==> config.mk <==
export PLATFORM = sky130hd
export DESIGN_NAME = fetch_unit
export DESIGN_NICKNAME = d
export VERILOG_FILES = /design/src/rtl/fetch_pkg.sv /design/src/rtl/fetch_fifo.sv /design/src/rtl/fetch_unit.sv
export SDC_FILE = /design/constraint.sdc
export NUM_CORES = 1
export LEC_CHECK = 0
export ABC_AREA = 1
export CAP_MARGIN = 20
export CELL_PAD_IN_SITES_DETAIL_PLACEMENT = 1
export CELL_PAD_IN_SITES_GLOBAL_PLACEMENT = 1
export CORE_MARGIN = 1.5
export CORE_UTILIZATION = 45
export CTS_BUF_LIST = sky130_fd_sc_hd__clkbuf_4
export DETAILED_ROUTE_END_ITERATION = 7
export PLACE_DENSITY = 0.82
export SLEW_MARGIN = 0
export SYNTH_ARGS = -nofsm -noshare
export SYNTH_HDL_FRONTEND = slang
export SYNTH_SLANG_ARGS = --single-unit
==> constraint.sdc <==
create_clock -name clk -period 7.27 [get_ports clk]
set_input_delay 0.727 -clock clk [delete_from_list [all_inputs] [get_ports clk]]
set_output_delay 0.727 -clock clk [all_outputs]
set_load 0.1 [all_outputs]
==> src/rtl/fetch_pkg.sv <==
`default_nettype none
// +------------------------------------------------------------------+
// | fetch_pkg                                                        |
// | Shared types and constants for the instruction-fetch stage.      |
// | Rev 1.0                                                          |
// +------------------------------------------------------------------+
package fetch_pkg;

    localparam int PKG_XLEN = 32;

    localparam logic [PKG_XLEN-1:0] ADDR_ALIGN_MASK = 32'hFFFF_FFFC;

    typedef struct packed {
        logic [PKG_XLEN-1:0] pc;
        logic [PKG_XLEN-1:0] instr;
    } fetch_entry_t;

    // Width able to hold the values 0..depth inclusive.
    function automatic int cnt_w(input int depth);
        return $clog2(depth + 1);
    endfunction

endpackage
`default_nettype wire

==> src/rtl/fetch_fifo.sv <==
`default_nettype none
// +------------------------------------------------------------------+
// | fetch_fifo                                                       |
// | Synchronous first-word fall-through FIFO with flush.             |
// | Rev 1.0                                                          |
// +------------------------------------------------------------------+
module fetch_fifo
    import fetch_pkg::*;
#(
    parameter int WIDTH = 64,
    parameter int DEPTH = 4
) (
    input  logic                      clk,
    input  logic                      reset,
    input  logic                      push,
    input  logic                      pop,
    input  logic                      flush,
    input  logic [WIDTH-1:0]          din,
    output logic [WIDTH-1:0]          dout,
    output logic [cnt_w(DEPTH)-1:0]   count,
    output logic                      empty,
    output logic                      full
);

    localparam int c_PTR_W = $clog2(DEPTH);
    localparam int c_CNT_W = cnt_w(DEPTH);

    logic [WIDTH-1:0]   r_mem [DEPTH];
    logic [c_PTR_W-1:0] r_rd_ptr;
    logic [c_PTR_W-1:0] r_wr_ptr;
    logic [c_CNT_W-1:0] r_count;
    logic               w_push;
    logic               w_pop;

    assign empty = (r_count == '0);
    assign full  = (r_count == c_CNT_W'(DEPTH));
    assign count = r_count;
    assign dout  = r_mem[r_rd_ptr];

    assign w_pop  = pop && !empty;
    assign w_push = push && (!full || w_pop);

    always_ff @(posedge clk) begin
        if (reset) begin
            r_rd_ptr <= '0;
            r_wr_ptr <= '0;
            r_count  <= '0;
            for (int i = 0; i < DEPTH; i++) begin
                r_mem[i] <= '0;
            end
        end else if (flush) begin
            r_rd_ptr <= '0;
            r_wr_ptr <= '0;
            r_count  <= '0;
        end else begin
            if (w_push) begin
                r_mem[r_wr_ptr] <= din;
                r_wr_ptr        <= r_wr_ptr + c_PTR_W'(1);
            end
            if (w_pop) begin
                r_rd_ptr <= r_rd_ptr + c_PTR_W'(1);
            end
            r_count <= r_count + c_CNT_W'(w_push) - c_CNT_W'(w_pop);
        end
    end

endmodule
`default_nettype wire

==> src/rtl/fetch_unit.sv <==
`default_nettype none
// +------------------------------------------------------------------+
// | fetch_unit                                                       |
// | Sequential instruction fetch with prefetch FIFO and redirects.   |
// | Rev 1.0                                                          |
// +------------------------------------------------------------------+
module fetch_unit
    import fetch_pkg::*;
#(
    parameter int               XLEN       = 32,
    parameter logic [XLEN-1:0]  RESET_PC   = 32'h0000_0000,
    parameter int               FIFO_DEPTH = 4,
    parameter int               PC_STEP    = 4
) (
    input  logic            clk,
    input  logic            reset,
    output logic            imem_req,
    output logic [XLEN-1:0] imem_addr,
    input  logic            imem_gnt,
    input  logic            imem_rvalid,
    input  logic [XLEN-1:0] imem_rdata,
    input  logic            redirect_valid,
    input  logic [XLEN-1:0] redirect_target,
    output logic            out_valid,
    input  logic            out_ready,
    output logic [XLEN-1:0] out_pc,
    output logic [XLEN-1:0] out_instr
);

    localparam int              CNT_W          = cnt_w(FIFO_DEPTH);
    localparam logic [CNT_W:0]  c_DEPTH_CREDIT = (CNT_W+1)'(FIFO_DEPTH);
    localparam logic [XLEN-1:0] c_STEP         = XLEN'(PC_STEP);

    logic [XLEN-1:0]   r_pc;
    logic [XLEN-1:0]   r_resp_pc;
    logic [CNT_W-1:0]  r_outstanding;
    logic [CNT_W-1:0]  r_drop_cnt;

    logic [CNT_W-1:0]  w_count;
    logic              w_empty;
    logic              w_full;
    logic [CNT_W:0]    w_credit_used;
    logic              w_req;
    logic              w_grant;
    logic              w_push;
    logic              w_pop;
    logic [XLEN-1:0]   w_target;
    logic [2*XLEN-1:0] w_fifo_dout;

    // Buffered entries plus in-flight requests never exceed the FIFO size.
    assign w_credit_used = {1'b0, w_count} + {1'b0, r_outstanding};
    assign w_req         = !reset && !redirect_valid && (w_credit_used < c_DEPTH_CREDIT);
    assign w_grant       = w_req && imem_gnt;
    assign w_target      = redirect_target & ~(XLEN'(~ADDR_ALIGN_MASK));

    assign w_pop  = !w_empty && out_ready && !redirect_valid;
    assign w_push = imem_rvalid && !redirect_valid && (r_drop_cnt == '0) && (!w_full || w_pop);

    assign imem_req  = w_req;
    assign imem_addr = r_pc;
    assign out_valid = !w_empty;
    assign {out_pc, out_instr} = w_fifo_dout;

    fetch_fifo #(
        .WIDTH (2*XLEN),
        .DEPTH (FIFO_DEPTH)
    ) u_fifo (
        .clk   (clk),
        .reset (reset),
        .push  (w_push),
        .pop   (w_pop),
        .flush (redirect_valid),
        .din   ({r_resp_pc, imem_rdata}),
        .dout  (w_fifo_dout),
        .count (w_count),
        .empty (w_empty),
        .full  (w_full)
    );

    always_ff @(posedge clk) begin
        if (reset) begin
            r_pc          <= RESET_PC;
            r_resp_pc     <= RESET_PC;
            r_outstanding <= '0;
            r_drop_cnt    <= '0;
        end else begin
            r_outstanding <= r_outstanding + CNT_W'(w_grant) - CNT_W'(imem_rvalid);
            if (redirect_valid) begin
                // Every request still unreturned belongs to the wrong path.
                r_pc       <= w_target;
                r_resp_pc  <= w_target;
                r_drop_cnt <= r_outstanding - CNT_W'(imem_rvalid);
            end else begin
                if (w_grant) begin
                    r_pc <= r_pc + c_STEP;
                end
                if (imem_rvalid) begin
                    if (r_drop_cnt != '0) begin
                        r_drop_cnt <= r_drop_cnt - CNT_W'(1);
                    end else begin
                        r_resp_pc <= r_resp_pc + c_STEP;
                    end
                end
            end
        end
    end

endmodule
`default_nettype wire
* Yosys cells after proc, flatten, opt, wreduce, memory -nomap -nowiden *
Memory sizes are Yosys's and may differ from the RTL's. A register that Yosys moved wholly into a read port is not among the register bits.
Index checks and enable logic that the tools add are counted.

storage, ports and cells
  register bits after elaboration = 77
  memory bits (writable) = 256
  input port bits = 70
  output and inout port bits = 98
  logic and storage cells = 71
  memories = 1

operators by class
  $add $sub $neg = 11
  $lt $le $gt $ge = 1
  equal/unequal tests = 2
  muxes and demuxes = 19
  bitwise gates (word level) = 1
  reductions and logical operators = 27

memories
  memory        depth  width  read ports  clocked after Yosys merged registers in  write ports  RTL line          source
  u_fifo.r_mem  4      64     1           1                                        4            fetch_fifo.sv:28  logic [WIDTH-1:0] r_mem [DEPTH];

operator list
  kind                                                        number
  two-way mux 32 bit                                          5
  adder 32 x 3 -> 32 bit, second input constant               2
  two-way mux 64 bit                                          1
  OR reduction 64 bit                                         1
  logical AND 1 bit                                           10
  two-way mux 3 bit                                           3
  subtractor 3 x 1 -> 3 bit                                   3
  two-way mux 1 bit                                           7
  adder 3 x 1 -> 3 bit                                        2
  zero test 3 bit                                             2
  two-way mux 2 bit                                           3
  AND reduction 2 bit                                         3
  nonzero test 2 bit                                          3
  adder 2 x 1 -> 2 bit, second input constant                 2
  adder 3 x 3 -> 4 bit                                        1
  zero test 1 bit                                             4
  less-than comparator 4 x 3 -> 1 bit, second input constant  1
  equality test 3 bit, second input constant                  1
  nonzero test 3 bit                                          1
  subtractor 3 x 1 -> 3 bit, second input constant            1
  logical OR 1 bit                                            2
  != test 2 bit, second input constant                        1
  OR reduction 2 bit                                          1
  NOT 1 bit                                                   1

* Logic depth before layout (Yosys ltp) *
Gate-level depths: netlist of the first run.

  depth in word-level cells = 13
  gate-level depth with buffers = 11
  mapped depth without buffers = 11

* Cells and area by module *
From an unflattened synthesis of the first run, not the netlist that was laid out.

unflattened totals
  cell total of the unflattened synthesis = 1878
  area, all modules = 16296.9 µm²

modules (own cells, without submodules)
  module      instances  cells an instance  area an instance (µm²)  sequential area each (µm²)
  fetch_fifo  1          1104               11687.5                 7867.5
  fetch_unit  1          774                4609.4                  1321.3

* Worst setup path before layout of the first run *
Ideal clock, no wire load.

  kind = input to register
  from = input port imem_rvalid
  to = memory u_fifo.r_mem[3][0], enable pin
  setup time = 568 ps
  arrival = 5614 ps
  data required time = 6702 ps
  path slack = 1089 ps
  stages = 5
  buffers on the path = 0
  cells stage by stage = nand3_4 -> nor2_4 -> and2_4 -> nand2_1 -> o21ai_0

RTL lines
  item         RTL line          source
  from (decl)  fetch_unit.sv:20  input logic imem_rvalid,
  to (decl)    fetch_fifo.sv:28

==> results of run 1 <==
-- worst max-delay path, cell delays in order, from the launching register on --
cell and delay, ps:
dfxtp_4 660, clkinv_2 770, buf_4 620, o21ai_0 320
o22ai_1 160, clkdlybuf4s50_1 1000
-- sequential cells by signal, summed over array words and instances, names as in the netlist, named ones only --
signal	flops
u_fifo.r_mem	248
u_fifo.r_wr_ptr	2
u_fifo.r_rd_ptr	2
u_fifo.count	3
r_outstanding	3
imem_addr	30
r_resp_pc	30
r_drop_cnt	3
-- cells by family (layout without fill, tap and decap cells) --
group | after synthesis | in the layout | share of synthesized area
compound gates | 328 | 328 | 0.111
xor+xnor | 12 | 12 | 0.00662
fa+ha+maj | 14 | 14 | 0.0120
buf+inv | 302 | 537 | 0.0764
flops | 323 | 323 | 0.564
other cells | 1 | 5 | 0.000236
simple gates | 826 | 826 | 0.230
-- per-stage QoR --
step / hold WS (ps) / std cells / instance area, um^2 / setup WS, ps / util
2_1_floorplan: 437 / 1809 / 15900 / 1090 / -
3_3_place_gp: 445 / 2349 / 17800 / 2570 / 0.514
3_5_place_dp: 470 / 2349 / 17800 / 2490 / 0.514
4_1_cts: 481 / 2499 / 18900 / 2230 / 0.547
5_1_grt: 500 / 2500 / 18900 / 2020 / 0.547
6_report: 476 / 2500 / 18900 / 2280 / 0.547
-- metal layers --
metal  share of wire  wire length, um
met5         0.00025               12
met1            0.41            20000
met4           0.027             1320
met3           0.053             2570
met2            0.51            25000
-- cell type report --
class                   count  area share
multi-input cells        1184       0.305
repair buffers            177      0.0912
diodes                      1    0.000132
clock buffers             132      0.0524
flip-flops and latches    323       0.473
clock inverters            18     0.00635
inverters                 210      0.0418
well taps                 455      0.0301
-- cells in the final DEF (no fill, tap or decap), types with 7 or more instances in the layout --
cell type	instances
nor2_1	421
a31oi_1	10
nand3_1	67
nand2_1	253
nor2_4	48
nand3b_1	9
nand4_1	7
nor3_1	8
dfxtp_1	73
o22ai_1	65
xor2_1	7
inv_2	22
edfxtp_1	248
clkdlybuf4s50_1	160
ha_1	12
inv_1	186
o21ai_0	183
clkinv_1	16
buf_4	16
clkbuf_4	132
a21oi_1	57
-- worst min-delay path by stage --
stage                     end  cells past startpoint
finish              flip-flop                      2
global route        flip-flop                      2
CTS                 flip-flop                      2
detailed placement  flip-flop                      2
global placement    flip-flop                      2
floorplan           flip-flop                      2
-- report_power, final --
part | total (mW) | leakage [nW] | switching [mW] | internal [mW]
clock | 1.64 | 0.663 | 0.748 | 0.891
sequential | 2.16 | 3.19 | 0.0643 | 2.09
combinational | 0.809 | 3.35 | 0.619 | 0.190
total | 4.60 | 7.21 | 1.43 | 3.17
==> results.md, run 1 <==
- Final hold violations: 0
- Crit end category: output port
- Post-Syn Area: 0.0159 mm^2
- Area occupied by registers: 0.00895 mm^2
- Dominant synthesized flop cell: edfxtp_1
- Setup repair bufs after CTS: 0
- Setup Viol. Count Final: 0
- Initial Util: 0.458
- P_leak: 7.21 nW
- CP Launch Type: flip-flop
- Max-slew headroom: 0.280
- Root buffer cell: clkbuf_4
- Final net count: 2065
- Ratio of final minimum period to clock period: 0.687
- Inserted Clock Buffers: 85
- Worst r2r dst: u_fifo.r_mem[2][6]
- Number of remaining DRC errors: 0
- Worst-case vdd ir drop: 0.114 mV
- Via-to-Cell Ratio: 5.42
- Clk sinks: 323
- Yosys cell types: 39
- Met1 usage in global routing: 0.329
- R2r setup slk: 3330 ps
- Max cap viols: 0
- Rows: 68
- Filler cells: 4062
- Area grow syn2layout: 19.3%
- Port buffer count: 161
- H-Tree Depth: 3
- Cells after synthesis: 1806
- Total power: 4.60 mW
- Count leader, synth: nor2_1
- CP required: 6540 ps
- Post-synthesis register bit count: 323
- Fmax: 200 MHz
- Die Width: 191 um
- Clk Latency, worst-skew pair: 710 ps
- CP Data Arrival Time: 4270 ps
- Crit path time final: 4990 ps
- Vias in the first global route: 14800
- Busiest layer in global routing: met2
- Routed WL: 48.8 mm
- Layout cell share with drive strength beyond 1: 0.117
- Pwr Density: 243 mW/mm^2
- Hold Buf Count CTS: 0
- Worst reg2reg path depth: 11
- CP Capture Point: out_pc[27]
- Synth cell count leaders: nor2_1 (421), nand2_1 (256), edfxtp_1 (248)
- Fin Clk Skew: 37.2 ps
- Area of the multi-input gates: 0.00577 mm^2
- Dominant cell type by area after synthesis: edfxtp_1
- First-pass GRT wire length: 77.5 mm
- Outcome: finished clean
- Worst min path class: flip-flop to flip-flop
- Core area: 0.0346 mm^2
- Final antenna-violating net count: 0
- Yosys warns: 0
- I/O pins: 168
- Post-synthesis async set-or-reset flop share: 0
- Clock tree buffer depth: 3
- GR Util met3: 0.0397
- Initial antenna violation count: 1
- GPL Wtd Cong: 0.864
- DR WL/cell: 19.5 um
- Syn avg cell area: 8.79 um^2
- DRT iter0 DRCs: 845
- Hpwl dp: 31.1 mm
- # resized after CTS: 0
- Drt pass-1 iters: 5
- Post-synth top area share: 0.469
- Final Max Tran Viols: 0
- CTS tree: built
- GR Util All Layers: 0.273
- Vias post-DR: 13600
- Pin count of the biggest net entering global routing: 81
- Reg clk slew, reported paths: 60 ps
- Largest cells by area after synthesis: edfxtp_1 (47%), nor2_1 (10%), dfxtp_1 (9.5%)
- Reg2Reg Launch Point: r_drop_cnt[0]
- Slew @ Worst Pin: 1080 ps
- CP max FO: 68
- Die area: 0.0364 mm^2
- Die H: 191 um
- Hold Path Origin: u_fifo.r_rd_ptr[1]
- CP Class: flip-flop to output port
- RSZ-0062 raised after global routing: no
- Sequential element share of the synthesized area: 0.564
- Met2 Use GR: 0.489
- Final TNS setup: 0 ps
- Number of synthesized flops with an enable pin: 248
- Grt total ovfl: 0
(Power assumes the default switching activity.)
==> run 2: changes to the inputs <==
clock period = 5.01 ns   (was 7.27 ns; I/O delays follow)
==> results.md, run 2 (synthesized netlist as in run 1, its figures left out) <==
- Commonest non-fill, non-tap cell in the layout: nor2_1
- CP Capture Point: out_instr[16]
- Critical path, cell by cell: inv_1 -> buf_4 -> o21ai_0 -> o22ai_1 -> clkdlybuf4s50_1
- Root buffer cell: clkbuf_4
- Worst min path class: primary input to flip-flop
- Die area: 0.0364 mm^2 (unchanged)
- Slew @ Worst Pin: 994 ps (-82.9 ps)
- CP max FO: 19 (-72%)
- Core area: 0.0346 mm^2 (unchanged)
- GR Util All Layers: 0.270 (-0.00334)
- Rows: 68 (unchanged)
- First-pass GRT wire length: 76.4 mm (-1.5%)
- Number of cells on the critical path: 5 (unchanged)
- Area grow syn2layout: 18.9%
- CP required: 4510 ps (-2030 ps)
- Layout cell share with drive strength beyond 1: 0.147 (+0.0298)
- CP Data Arrival Time: 3370 ps (-900 ps)
- Worst r2r dst: u_fifo.r_mem[2][15]
- Crit end category: output port
- RSZ-0062 raised after global routing: no
- Worst reg2reg path depth: 11 (unchanged)
- Most frequent cells in the layout: nor2_1 (421), nand2_1 (253), edfxtp_1 (248), inv_1 (186), o21ai_0 (183)
- Max-slew headroom: 0.336 (+0.0554)
- Buf+Inv Stages, Crit Path: 3 (unchanged)
- Crit path time final: 3880 ps
- CTS tree: built
- Die Width: 191 um (unchanged)
- Total power: 6.63 mW (+44%)
- Reg clk slew, reported paths: 70 ps (about the same)
- Final hold violations: 0 (unchanged)
- Fin Clk Skew: 65.9 ps (+28.7 ps)
- Max FFs per register: 248 (unchanged)
- Setup repair bufs after CTS: 0 (unchanged)
- Fmax: 258 MHz
- Drt pass-1 iters: 5 (unchanged)
- Routed WL: 48.9 mm (about the same)
- Pwr Density: 352 mW/mm^2 (+45%)
- # resized after CTS: 0 (unchanged)
- DR WL/cell: 19.4 um (-0.47%)
- Setup Viol. Count Final: 0 (unchanged)
- Number of remaining DRC errors: 0 (unchanged)
- Via-to-Cell Ratio: 5.40 (-0.46%)
- Vias post-DR: 13600 (+0.096%)
- R2r setup slk: 1830 ps (-1500 ps)
- Inserted Clock Buffers: 86 (+1.2%)
- Clk sinks: 323 (unchanged)
- P_leak: 7.33 nW (+1.7%)
- Final Max Tran Viols: 0 (unchanged)
- Outcome: finished clean
- H-Tree Depth: 3 (unchanged)
- CP Class: flip-flop to output port
- Port buffer count: 161 (unchanged)
- CP top delay family: buffers and inverters
- CP Launch Type: flip-flop
- CP max stage cell: clkdlybuf4s50_1
- Pin count of the biggest net entering global routing: 72 (-11%)
- Final antenna-violating net count: 0 (unchanged)
- Worst path max stage delay: 1150 ps (+150 ps)
- Ratio of final minimum period to clock period: 0.774
- Clk Latency, worst-skew pair: 760 ps (+50 ps)
- Most flop-heavy register: u_fifo.r_mem
- Clock tree buffer depth: 3 (unchanged)
- Vias in the first global route: 14500 (-1.8%)
- Max cap viols: 0 (unchanged)
- DRT iter0 DRCs: 720 (-15%)
- Final TNS setup: 0 ps (unchanged)
- Reg2Reg Launch Point: r_drop_cnt[0]
- Final net count: 2076 (+0.53%)
- Die H: 191 um (unchanged)
- Hpwl dp: 32.0 mm (+2.7%)
- Grt total ovfl: 0 (unchanged)
- Worst-case vdd ir drop: 0.152 mV (+33%)
- I/O pins: 168 (unchanged)
- Initial antenna violation count: 1 (unchanged)
- Hold Buf Count CTS: 0 (unchanged)
- Initial Util: 0.458 (unchanged)
- GPL Wtd Cong: 0.880 (+1.8%)
run 2: cell types whose count changed in the layout (fill, tap and decap cells not counted), sizes merged:
| cell | previous run | this run |
|---|---|---|
| buf | 17 | 85 |
| clkinvlp | 0 | 1 |
| clkdlybuf4s50 | 160 | 102 |
| clkinv | 18 | 33 |
| clkbuf | 132 | 118 |
| inv | 208 | 210 |
run 2: power breakdown:
part	switching, mW	total, mW	internal, mW
Clock	1.14	2.34	1.20
Sequential	0.0922	3.12	3.03
Combinational	0.899	1.17	0.269
Total	2.13	6.63	4.50
run 2: worst min-delay path by stage:
stage	cells past startpoint	slack, ps	end	start
floorplan	2	440	flip-flop	u_fifo.r_rd_ptr[1]
global placement	2	450	flip-flop	u_fifo.r_rd_ptr[1]
detailed placement	2	470	flip-flop	u_fifo.r_rd_ptr[1]
CTS	5	300	imem_addr[19]	redirect_valid
global route	5	350	r_resp_pc[17]	redirect_valid
finish	5	340	r_resp_pc[22]	redirect_valid
run 2: metrics by stage:
step	instances	worst slack [ps]	hold WS, ps	area (um^2)	util
6_report	2514	1130	336	18900	0.545
5_1_grt	2514	1040	352	18900	0.545
4_1_cts	2513	1100	300	18900	0.545
3_5_place_dp	2359	1220	468	17800	0.513
3_3_place_gp	2359	1350	450	17800	0.513
2_1_floorplan	1809	-1000	437	15900	-
run 2: tightest hold or removal path, cell delays in order:
cell,delay (ps)
buf_2,140
nor2_2,50
buf_4,190
nand3_1,100
nand2_1,40
run 2: layer usage:
layer / routed length [um] / GRT usage / part of all wire / vias to the layer above
li1: - / - / - / 6365
met1: 20100 / 0.324 / 0.41 / 6728
met2: 25300 / 0.491 / 0.52 / 382
met3: 2340 / 0.0375 / 0.048 / 96
met4: 1110 / 0.0969 / 0.023 / 0
met5: 0 / 0 / 0 / -
run 2: layout make-up:
class                      count  area [um^2]
fill                        4098        15800
sequential                   323         8950
multi-input combinational   1184         5770
timing repair buffer         187         1690
clock buffer                 118          886
inverter                     210          791
tap                          455          569
clock inverter                36          203
antenna                        1         2.50
==> run 3: changes to the inputs <==
CORE_UTILIZATION = 41   (was 45)
PLACE_DENSITY = 0.78   (was 0.82)
clock period = 3.2 ns   (was 5.01 ns; I/O delays follow)
==> results.md, run 3 (synthesized netlist as in run 1, its figures left out) <==
- Outcome: finished clean
- P_leak: 7.66 nW (+4.6%)
- First-pass GRT wire length: 76.7 mm (+0.40%)
- Ratio of final minimum period to clock period: 0.885
- Initial Util: 0.419 (-0.0389)
- Max-slew headroom: 0.340 (+0.00405)
- DR WL/cell: 19.2 um (-1.3%)
- Reg2Reg Launch Point: u_fifo.count[1]
- Hold slack: 133 ps (-202 ps)
- Root buffer cell: clkbuf_4
- CP max stage cell: dfxtp_4
- I/O pins: 168 (unchanged)
- Port buffer count: 161 (unchanged)
- RSZ-0062 raised after global routing: no
- Worst path max stage delay: 360 ps (-790 ps)
- Crit path time final: 2830 ps
- Fin Clk Skew: 55.4 ps (-10.5 ps)
- Hpwl dp: 32.2 mm (+0.80%)
- Routed WL: 49.5 mm (+1.2%)
- Final net count: 2081 (+0.24%)
- Max FFs per register: 248 (unchanged)
- Pwr Density: 541 mW/mm^2 (+54%)
- Final antenna-violating net count: 0 (unchanged)
- Reg clk slew, reported paths: 70 ps (about the same)
- Most flop-heavy register: u_fifo.r_mem
- Max cap viols: 0 (unchanged)
- Most frequent cell on the critical path: buf_12
- Layout cell share with drive strength beyond 1: 0.157 (+0.0102)
- CTS tree: built
- Final TNS setup: 0 ps (unchanged)
- Clk Latency, worst-skew pair: 780 ps (+20 ps)
- Filler cells: 4408 (+7.6%)
- Commonest non-fill, non-tap cell in the layout: nor2_1
- Most frequent cells in the layout: nor2_1 (421), nand2_1 (253), edfxtp_1 (248), inv_1 (186), o21ai_0 (183)
- GPL Wtd Cong: 0.870 (-1.1%)
- Place WS: 303 ps (-919 ps)
- Final WS setup: 369 ps (-766 ps)
- Inserted Clock Buffers: 90 (+4.7%)
- CP Class: flip-flop to output port
- Rows: 71 (+4.4%)
- DRT iter0 DRCs: 656 (-8.9%)
- Hold Buf Count CTS: 0 (unchanged)
- Setup repair bufs after CTS: 0 (unchanged)
- Min-Delay Path Depth: 5 (unchanged)
- Worst-case vdd ir drop: 0.257 mV (+69%)
- Die area: 0.0399 mm^2 (+9.6%)
- CP max FO: 64 (+45)
- Final Max Tran Viols: 0 (unchanged)
- Die Width: 200 um (+4.7%)
- CP Data Arrival Time: 2510 ps (-860 ps)
- Hold Path Origin: redirect_valid
- Grt total ovfl: 0 (unchanged)
- Slew @ Worst Pin: 988 ps (-6.05 ps)
- Final hold violations: 0 (unchanged)
- Die H: 200 um (+4.7%)
- Clk sinks: 323 (unchanged)
- Fmax: 353 MHz
- GR Util All Layers: 0.251 (-0.0193)
- Clock tree buffer depth: 3 (unchanged)
- Initial antenna violation count: 1 (unchanged)
- Crit end category: output port
- Pin count of the biggest net entering global routing: 125 (+74%)
- Core area: 0.0378 mm^2 (+9.3%)
- Worst min path class: primary input to flip-flop
- Vias post-DR: 13600 (+0.17%)
- CP required: 2880 ps (-1630 ps)
- Number of remaining DRC errors: 0 (unchanged)
- Total power: 10.7 mW (+62%)
- Critical path, cell by cell: clkinv_2 -> buf_12 -> o21ai_0 -> o22ai_1 -> buf_12
- CP Launch Type: flip-flop
- H-Tree Depth: 3 (unchanged)
- Worst reg2reg path depth: 11 (unchanged)
- # resized after CTS: 0 (unchanged)
- Vias in the first global route: 14500 (-0.60%)
- Setup Viol. Count Final: 0 (unchanged)
- Drt pass-1 iters: 7 (+2)
- Area grow syn2layout: 25.0%
- Via-to-Cell Ratio: 5.28 (-2.3%)
==> run 3: cell types whose count changed in the layout (fill, tap and decap cells not counted) <==
cell	delta
clkinv_2	-2
inv_2	-1
buf_12	+70
nand2_2	+2
clkinvlp_4	-1
clkdlybuf4s50_1	-11
clkinv_1	-4
buf_4	-58
clkbuf_4	+15
nand2_4	-2
bufinv_16	-1
==> run 3: path summary, 6_finish.rpt <==
| path | endpoint | slack (ps) |
|---|---|---|
| max | out_instr[24] | 370 |
| min | r_resp_pc[27] | 130 |
| max reg2reg | r_outstanding[2] | 570 |
| min reg2reg | flip-flop | 490 |
==> run 3: final cells by class <==
cell class | instances | area (um^2) | share of cell area
multi-input cells | 1184 | 5760 | 0.291
inverters | 210 | 791 | 0.0399
clock buffers | 133 | 998 | 0.0503
clock inverters | 27 | 136 | 0.00688
flip-flops and latches | 323 | 8950 | 0.451
well taps | 511 | 639 | 0.0322
repair buffers | 188 | 2550 | 0.129
diodes | 1 | 2.50 | 0.000126
==> run 3: critical path: cells and delay by family (launching register included) <==
kind            cells  cell delay (ps)
buf+inv             3              880
flops               1              360
compound gates      2              460
==> run 3: where the power goes <==
| group | leakage [nW] | internal, mW | switching (mW) |
|---|---|---|---|
| registers | 3.19 | 4.75 | 0.143 |
| clock network | 0.682 | 1.98 | 1.80 |
| logic | 3.79 | 0.604 | 1.46 |
==> run 3: stage by stage <==
step | utilization | instance area, um^2 | instances
floorplan | - | 15900 | 1809
global placement | 0.494 | 18700 | 2416
detailed placement | 0.494 | 18700 | 2416
CTS | 0.524 | 19800 | 2576
global route | 0.524 | 19800 | 2577
finish | 0.524 | 19800 | 2577
==> run 3: routing by layer <==
layer  part of all wire  GRT usage
met1               0.42      0.302
met2               0.50      0.444
met3              0.055     0.0444
met4              0.025     0.0989
met5                  0          0
